**src/rtl/trigger_cfg_slave_if.sv**
```systemverilog
// Write-only system bus between the bus master and the trigger configuration responder.
interface trigger_cfg_slave_if #(
    parameter int unsigned BAW = 8,
    parameter int unsigned BDW = 32
);
    logic           wvalid;
    logic           wready;
    logic [BAW-1:0] waddr;
    logic [BDW-1:0] wdata;

    modport master (output wvalid, output waddr, output wdata, input wready);
    modport slave  (input wvalid, input waddr, input wdata, output wready);
endinterface

```
**src/rtl/trigger_cfg_slave.sv**
```systemverilog
// Trigger configuration responder: bus writes land in shadow registers, and a commit
// copies shadow to the active outputs once the trigger core is idle.
module trigger_cfg_slave #(
    parameter int unsigned BAW = 8,
    parameter int unsigned BDW = 32,
    parameter int unsigned SDW = 32,
    parameter int unsigned TMN = 4,
    parameter int unsigned TCN = 4,
    parameter int unsigned TCW = 32
) (
    input  logic                 clk,
    input  logic                 rst,
    trigger_cfg_slave_if.slave   bus,
    input  logic                 trg_busy,
    output logic                 cfg_enable,
    output logic [TMN*SDW-1:0]   cfg_mat_val,
    output logic [TMN*SDW-1:0]   cfg_mat_msk,
    output logic [TCN*TCW-1:0]   cfg_cnt_rld,
    output logic                 cfg_update,
    output logic [7:0]           err_cnt
);

    localparam int unsigned RLD_BASE = 4 + 2 * TMN;

    typedef enum logic {IDLE, PEND} state_t;

    state_t               state_q, state_d;
    logic                 wready_q;
    logic                 enable_q;
    logic                 update_q;
    logic [7:0]           err_q;
    logic [TMN*SDW-1:0]   shd_val_q, shd_msk_q, act_val_q, act_msk_q;
    logic [TCN*TCW-1:0]   shd_rld_q, act_rld_q;

    logic                 xfer_c;
    logic                 ctrl_hit_c;
    logic [TMN-1:0]       val_hit_c, msk_hit_c;
    logic [TCN-1:0]       rld_hit_c;
    logic                 mapped_c;
    logic                 commit_req_c;
    logic                 do_commit_c;

    // Address decode of the current transfer
    always_comb begin
        xfer_c     = bus.wvalid & wready_q;
        ctrl_hit_c = (bus.waddr == BAW'(0));
        val_hit_c  = '0;
        msk_hit_c  = '0;
        rld_hit_c  = '0;
        for (int unsigned i = 0; i < TMN; i++) begin
            val_hit_c[i] = (bus.waddr == BAW'(4 + 2 * i));
            msk_hit_c[i] = (bus.waddr == BAW'(5 + 2 * i));
        end
        for (int unsigned j = 0; j < TCN; j++) begin
            rld_hit_c[j] = (bus.waddr == BAW'(RLD_BASE + j));
        end
        mapped_c     = ctrl_hit_c | (|val_hit_c) | (|msk_hit_c) | (|rld_hit_c);
        commit_req_c = xfer_c & ctrl_hit_c & bus.wdata[1];
    end

    always_ff @(posedge clk or negedge rst) begin
        if (!rst) state_q <= IDLE;
        else      state_q <= state_d;
    end

    // Commit sequencing: immediate when idle, otherwise parked in PEND until busy drops
    always_comb begin
        state_d     = state_q;
        do_commit_c = 1'b0;
        case (state_q)
            IDLE: begin
                if (commit_req_c) begin
                    if (trg_busy) state_d     = PEND;
                    else          do_commit_c = 1'b1;
                end
            end
            PEND: begin
                if (!trg_busy) begin
                    do_commit_c = 1'b1;
                    state_d     = IDLE;
                end
            end
            default: state_d = IDLE;
        endcase
    end

    always_ff @(posedge clk or negedge rst) begin
        if (!rst) begin
            wready_q  <= 1'b0;
            enable_q  <= 1'b0;
            update_q  <= 1'b0;
            err_q     <= 8'd0;
            shd_val_q <= '0;
            shd_msk_q <= '0;
            shd_rld_q <= '0;
            act_val_q <= '0;
            act_msk_q <= '0;
            act_rld_q <= '0;
        end else begin
            if (xfer_c) begin
                if (ctrl_hit_c) enable_q <= bus.wdata[0];
                for (int unsigned i = 0; i < TMN; i++) begin
                    if (val_hit_c[i]) shd_val_q[i*SDW +: SDW] <= bus.wdata[SDW-1:0];
                    if (msk_hit_c[i]) shd_msk_q[i*SDW +: SDW] <= bus.wdata[SDW-1:0];
                end
                for (int unsigned j = 0; j < TCN; j++) begin
                    if (rld_hit_c[j]) shd_rld_q[j*TCW +: TCW] <= bus.wdata[TCW-1:0];
                end
                if (!mapped_c && (err_q != 8'hFF)) err_q <= err_q + 8'd1;
            end
            if (do_commit_c) begin
                act_val_q <= shd_val_q;
                act_msk_q <= shd_msk_q;
                act_rld_q <= shd_rld_q;
            end
            update_q <= do_commit_c;
            wready_q <= (state_d == IDLE);
        end
    end

    assign bus.wready  = wready_q;
    assign cfg_enable  = enable_q;
    assign cfg_mat_val = act_val_q;
    assign cfg_mat_msk = act_msk_q;
    assign cfg_cnt_rld = act_rld_q;
    assign cfg_update  = update_q;
    assign err_cnt     = err_q;

endmodule

```
**src/flat_wrapper.sv**
```systemverilog
// flat-port wrapper written by rule: the top's interface ports become plain ports
module trigger_cfg_slave_flat 
#(
    parameter int unsigned BAW = 8,
    parameter int unsigned BDW = 32,
    parameter int unsigned SDW = 32,
    parameter int unsigned TMN = 4,
    parameter int unsigned TCN = 4,
    parameter int unsigned TCW = 32
)
  (clk, rst, trg_busy, cfg_enable, cfg_mat_val, cfg_mat_msk, cfg_cnt_rld, cfg_update, err_cnt, bus_wvalid, bus_waddr, bus_wdata, bus_wready);
  trigger_cfg_slave_if #(.BAW(BAW), .BDW(BDW)) bus_i ();
  input  logic clk;
  input  logic rst;
  input  logic trg_busy;
  output logic cfg_enable;
  output logic [TMN*SDW-1:0] cfg_mat_val;
  output logic [TMN*SDW-1:0] cfg_mat_msk;
  output logic [TCN*TCW-1:0] cfg_cnt_rld;
  output logic cfg_update;
  output logic [7:0] err_cnt;
  input wire logic [$bits(bus_i.wvalid)-1:0] bus_wvalid;
  input wire logic [$bits(bus_i.waddr)-1:0] bus_waddr;
  input wire logic [$bits(bus_i.wdata)-1:0] bus_wdata;
  output wire logic [$bits(bus_i.wready)-1:0] bus_wready;
  assign bus_i.wvalid = bus_wvalid;
  assign bus_i.waddr = bus_waddr;
  assign bus_i.wdata = bus_wdata;
  assign bus_wready = bus_i.wready;
  trigger_cfg_slave #(.BAW(BAW), .BDW(BDW), .SDW(SDW), .TMN(TMN), .TCN(TCN), .TCW(TCW)) u_core (.clk(clk), .rst(rst), .bus(bus_i), .trg_busy(trg_busy), .cfg_enable(cfg_enable), .cfg_mat_val(cfg_mat_val), .cfg_mat_msk(cfg_mat_msk), .cfg_cnt_rld(cfg_cnt_rld), .cfg_update(cfg_update), .err_cnt(err_cnt));
endmodule
```
**config.mk**
```make
export PLATFORM = sky130hd
export DESIGN_NAME = trigger_cfg_slave_flat
export DESIGN_NICKNAME = d
export VERILOG_FILES = /design/src/rtl/trigger_cfg_slave_if.sv /design/src/rtl/trigger_cfg_slave.sv /design/src/flat_wrapper.sv
export SDC_FILE = /design/constraint.sdc
export NUM_CORES = 1
export LEC_CHECK = 0
export BUFFER_PORTS_ARGS = -buffer_cell sky130_fd_sc_hd__buf_2
export CAP_MARGIN = 10
export CORE_UTILIZATION = 55
export DETAILED_ROUTE_END_ITERATION = 8
export GPL_TIMING_DRIVEN = 0
export HOLD_SLACK_MARGIN = 0.12
export PLACE_DENSITY = 0.77
export SYNTH_ARGS = -nofsm -noshare
export SYNTH_HDL_FRONTEND = slang
export SYNTH_SLANG_ARGS = --single-unit
```
**constraint.sdc**
```tcl
create_clock -name clk -period 2.3 [get_ports clk]
set_input_delay 0.115 -clock clk [delete_from_list [all_inputs] [get_ports clk]]
set_output_delay 0.115 -clock clk [all_outputs]
set_load 0.01 [all_outputs]
```
==> reports/metrics.yaml <==
min_period_ns: 2.26
clk_latency_ns: 0.62
grt_pass1_vias: 17800
grt_max_degree: 128
finalNonFillerCells: 3039
netlist_area_mm2: 0.0292
synth_edf_count: 0
rr_startpoint: "u_core.bus.wready"
clockBufferDepth: 3
cts_inserted_buffers: 77
grt_overflow: 0
cp-end-kind: "register"
cts_root_buffer: "clkbuf_16"
routed_wl_mm: 74.2
dieArea_mm2: 0.0541
r2r-end: "u_core.shd_val_q[90]"
drv_cap: 0
outcome: "finished, final reports clean"
cts_tree: "done"
async_flop_share: 1.00
yosysTopAreaCell: "dfrtp_1"
track_usage: 0.278
crit_chain: "and4bb_2 > nand2_1 > buf_1 > mux2_2"
cellPowerDensity_mw_per_mm2: 799
worstPathRequired_ns: 2.80
finalCritPeriodShare: 0.984
path_clk_slew_ns: 0.06
dp_cells: 2853
fp.dieH_um: 233
grt_pass1_wl_mm: 111
final_antenna_net_count: 0
max_freq_mhz: 442
place_ws_ns: -0.639
yosys_most_used_dff: "dfrtp_1"
yosys_warnings: 0
antenna_found_initial: 2
crit_fanout: 10
globalRouteMet1Util: 0.362
fin_worst_skew_ns: 0.0216
die_x_um: 233
p_leak_uw: 0.0197
final_area_mm2: 0.0358
rows: 84
core_area_mm2: 0.0526
total_power_uw: 28600
boundaryPins: 439
wire_per_inst_um: 24.4
use_met2: 0.447
setup_slack_ns: 0.0375
vias: 16600
htree_num_levels: 3
initial_core_util: 0.556
slew_viol_final: 0
ys_seq_elements: 780
clock-sinks: 780
syn_avg_cell_area_um2: 17.0
grt.busiest_layer: "met2"
syn_to_final_growth_pct: 22.5
setup_viol: 0
cpMaxStageDelayCell: "buf_1"
rsz0062_at_grt: "yes"
layout.nets: 2333
initialDrtViolationCount: 780
drcViolationCount: 0
hold_violations: 0
slew_headroom: 0.349
grtUsageMet3: 0.0784
reg2regPathDepth: 4
cpPeakStageDelay_ns: 0.77
yosysSeqAreaShare: 0.668
worstSetupStartpointType: "register"
synth_top_cell_area_share: 0.668
dpl.hpwl_mm: 50.9
min_path_type: "in2async"
crit_arrival_ns: 2.76
dr.pass1.iters: 5
critPathKind: "reg2reg"
port_buffers: 438
synth_cell_types: 32
syn_inst: 1721
drive_gt1_frac: 0.605
ir_drop_uv: 591
place_area_mm2: 0.0325
synth_nets: 1766
tightest_slew_ns: 0.976
gp_congestion: 0.822
via_per_inst: 5.47
synthTopCellsByArea: "dfrtp_1 67%, mux2_2 28%, mux2_4 1.5%"
regToRegSetupSlack_ns: 0.04
-- how the worst max path moves through the flow --
stage | start | to | depth (start not counted)
after floorplan | u_core.bus.wready | u_core.cfg_cnt_rld[26] | 7
after global routing | u_core.bus.wready | u_core.cfg_cnt_rld[115] | 7
final | u_core.bus.wready | u_core.shd_val_q[90] | 4
after detailed placement | bus_waddr[5] | u_core.shd_msk_q[58] | 6
after CTS | u_core.bus.wready | u_core.shd_msk_q[58] | 4
after global placement | rst | u_core.cfg_mat_msk[18] | 1
-- metal layers --
metal | vias up | part of all wire
met5 | - | 0
met1 | 8823 | 0.42
met3 | 145 | 0.065
li1 | 7208 | -
met4 | 0 | 0.033
met2 | 439 | 0.49
-- repair_timing --
action / 4_1_cts / 5_1_grt
resized for setup: 53 / 19
endpoints found under the hold margin: 176 / 0
pin swaps: 0 / 1
endpoints found under the setup margin: 409 / 374
hold buffers: 41 / 0
buffers inserted: 0 / 3
-- state kept, by name, summed over array words and instances (netlist names) --
signal	flops
u_core.err_cnt	8
u_core.shd_msk_q	128
u_core.shd_rld_q	128
u_core.cfg_update	1
u_core.cfg_cnt_rld	128
u_core.cfg_mat_msk	128
u_core.cfg_mat_val	128
u_core.cfg_enable	1
u_core.bus.wready	1
u_core.shd_val_q	128
u_core.state_q	1
-- cells in the final DEF, fill, tap and decap left out, types with 2 or more instances in the layout --
cell type      netlist  final
dfrtp_1            780    780
nor4_1               2      2
buf_2               69    466
nand3_1              2      2
mux2_2             737    737
xor2_1               6      6
bufinv_16            0      8
clkbuf_1            35     50
clkinv_8             0      3
clkinv_2             0     13
mux2_1               3      3
inv_16               0      2
buf_6                5     30
buf_1                4      4
diode_2              0      2
buf_4                0     17
clkbuf_8             0     18
nor3_1               7      7
dlygate4sd3_1        0     41
buf_16               0      6
buf_8                0      2
nand2_1             12     12
nor4_4               0      2
or4_4                2      2
nor3b_2              0      2
clkinvlp_4           0      2
mux2_4              30     30
inv_1                4      4
clkbuf_16            0     78
nor2_1               2      2
nand4_1              3      3
-- synth_stat cells (2+ instances only) --
master      n
nand4_1     3
clkbuf_1   35
nand3_1     2
xor2_1      6
nor4_1      2
mux2_2    737
or4_4       2
buf_6       5
nor2b_1     2
nor2_1      2
nor3_1      7
buf_2      69
mux2_1      3
nor3b_1     2
dfrtp_1   780
inv_1       4
nor4_2      2
buf_1       4
nand2_1    12
mux2_4     30
-- critical path: cells and delay by family, from the launching register on --
kind                   cells  cell delay, ns
DFF                        1            0.42
muxes                      1            0.43
buffers and inverters      1            0.77
and+or+nand+nor            2            0.53
-- area by class of cell --
type | count | area [um2]
Antenna cell | 2 | 5.00
Inverter | 4 | 15.0
Tap cell | 688 | 861
Sequential cell | 780 | 19500
Clock buffer | 111 | 2260
Multi-Input combinational cell | 824 | 9180
Clock inverter | 29 | 418
Buffer | 113 | 749
Fill cell | 3601 | 16700
Timing Repair Buffer | 488 | 2800
-- kinds of logic after synthesis --
| kind of cell | after synthesis | synth area share |
|---|---|---|
| buf+inv | 117 | 0.0193 |
| fa+ha+maj | 1 | 0.000428 |
| flops | 780 | 0.668 |
| simple gates | 42 | 0.00873 |
| compound gates | 5 | 0.00150 |
| mux | 770 | 0.301 |
| xor+xnor | 6 | 0.00180 |
-- where the power goes --
group	internal [uW]	switching, uW
combinational	483	655
sequential	14100	242
clock	7780	5340
total	22400	6240
-- stage by stage --
stage	TNS (ns)	hold slack (ns)	utilization
2_1_floorplan	0	-0.181	-
3_3_place_gp	-	0.317	0.614
3_5_place_dp	-236.18	0.240	0.618
4_1_cts	0	0.155	0.679
5_1_grt	0	0.174	0.681
6_report	0	0.133	0.681
Power figures use the tool's default switching activity.
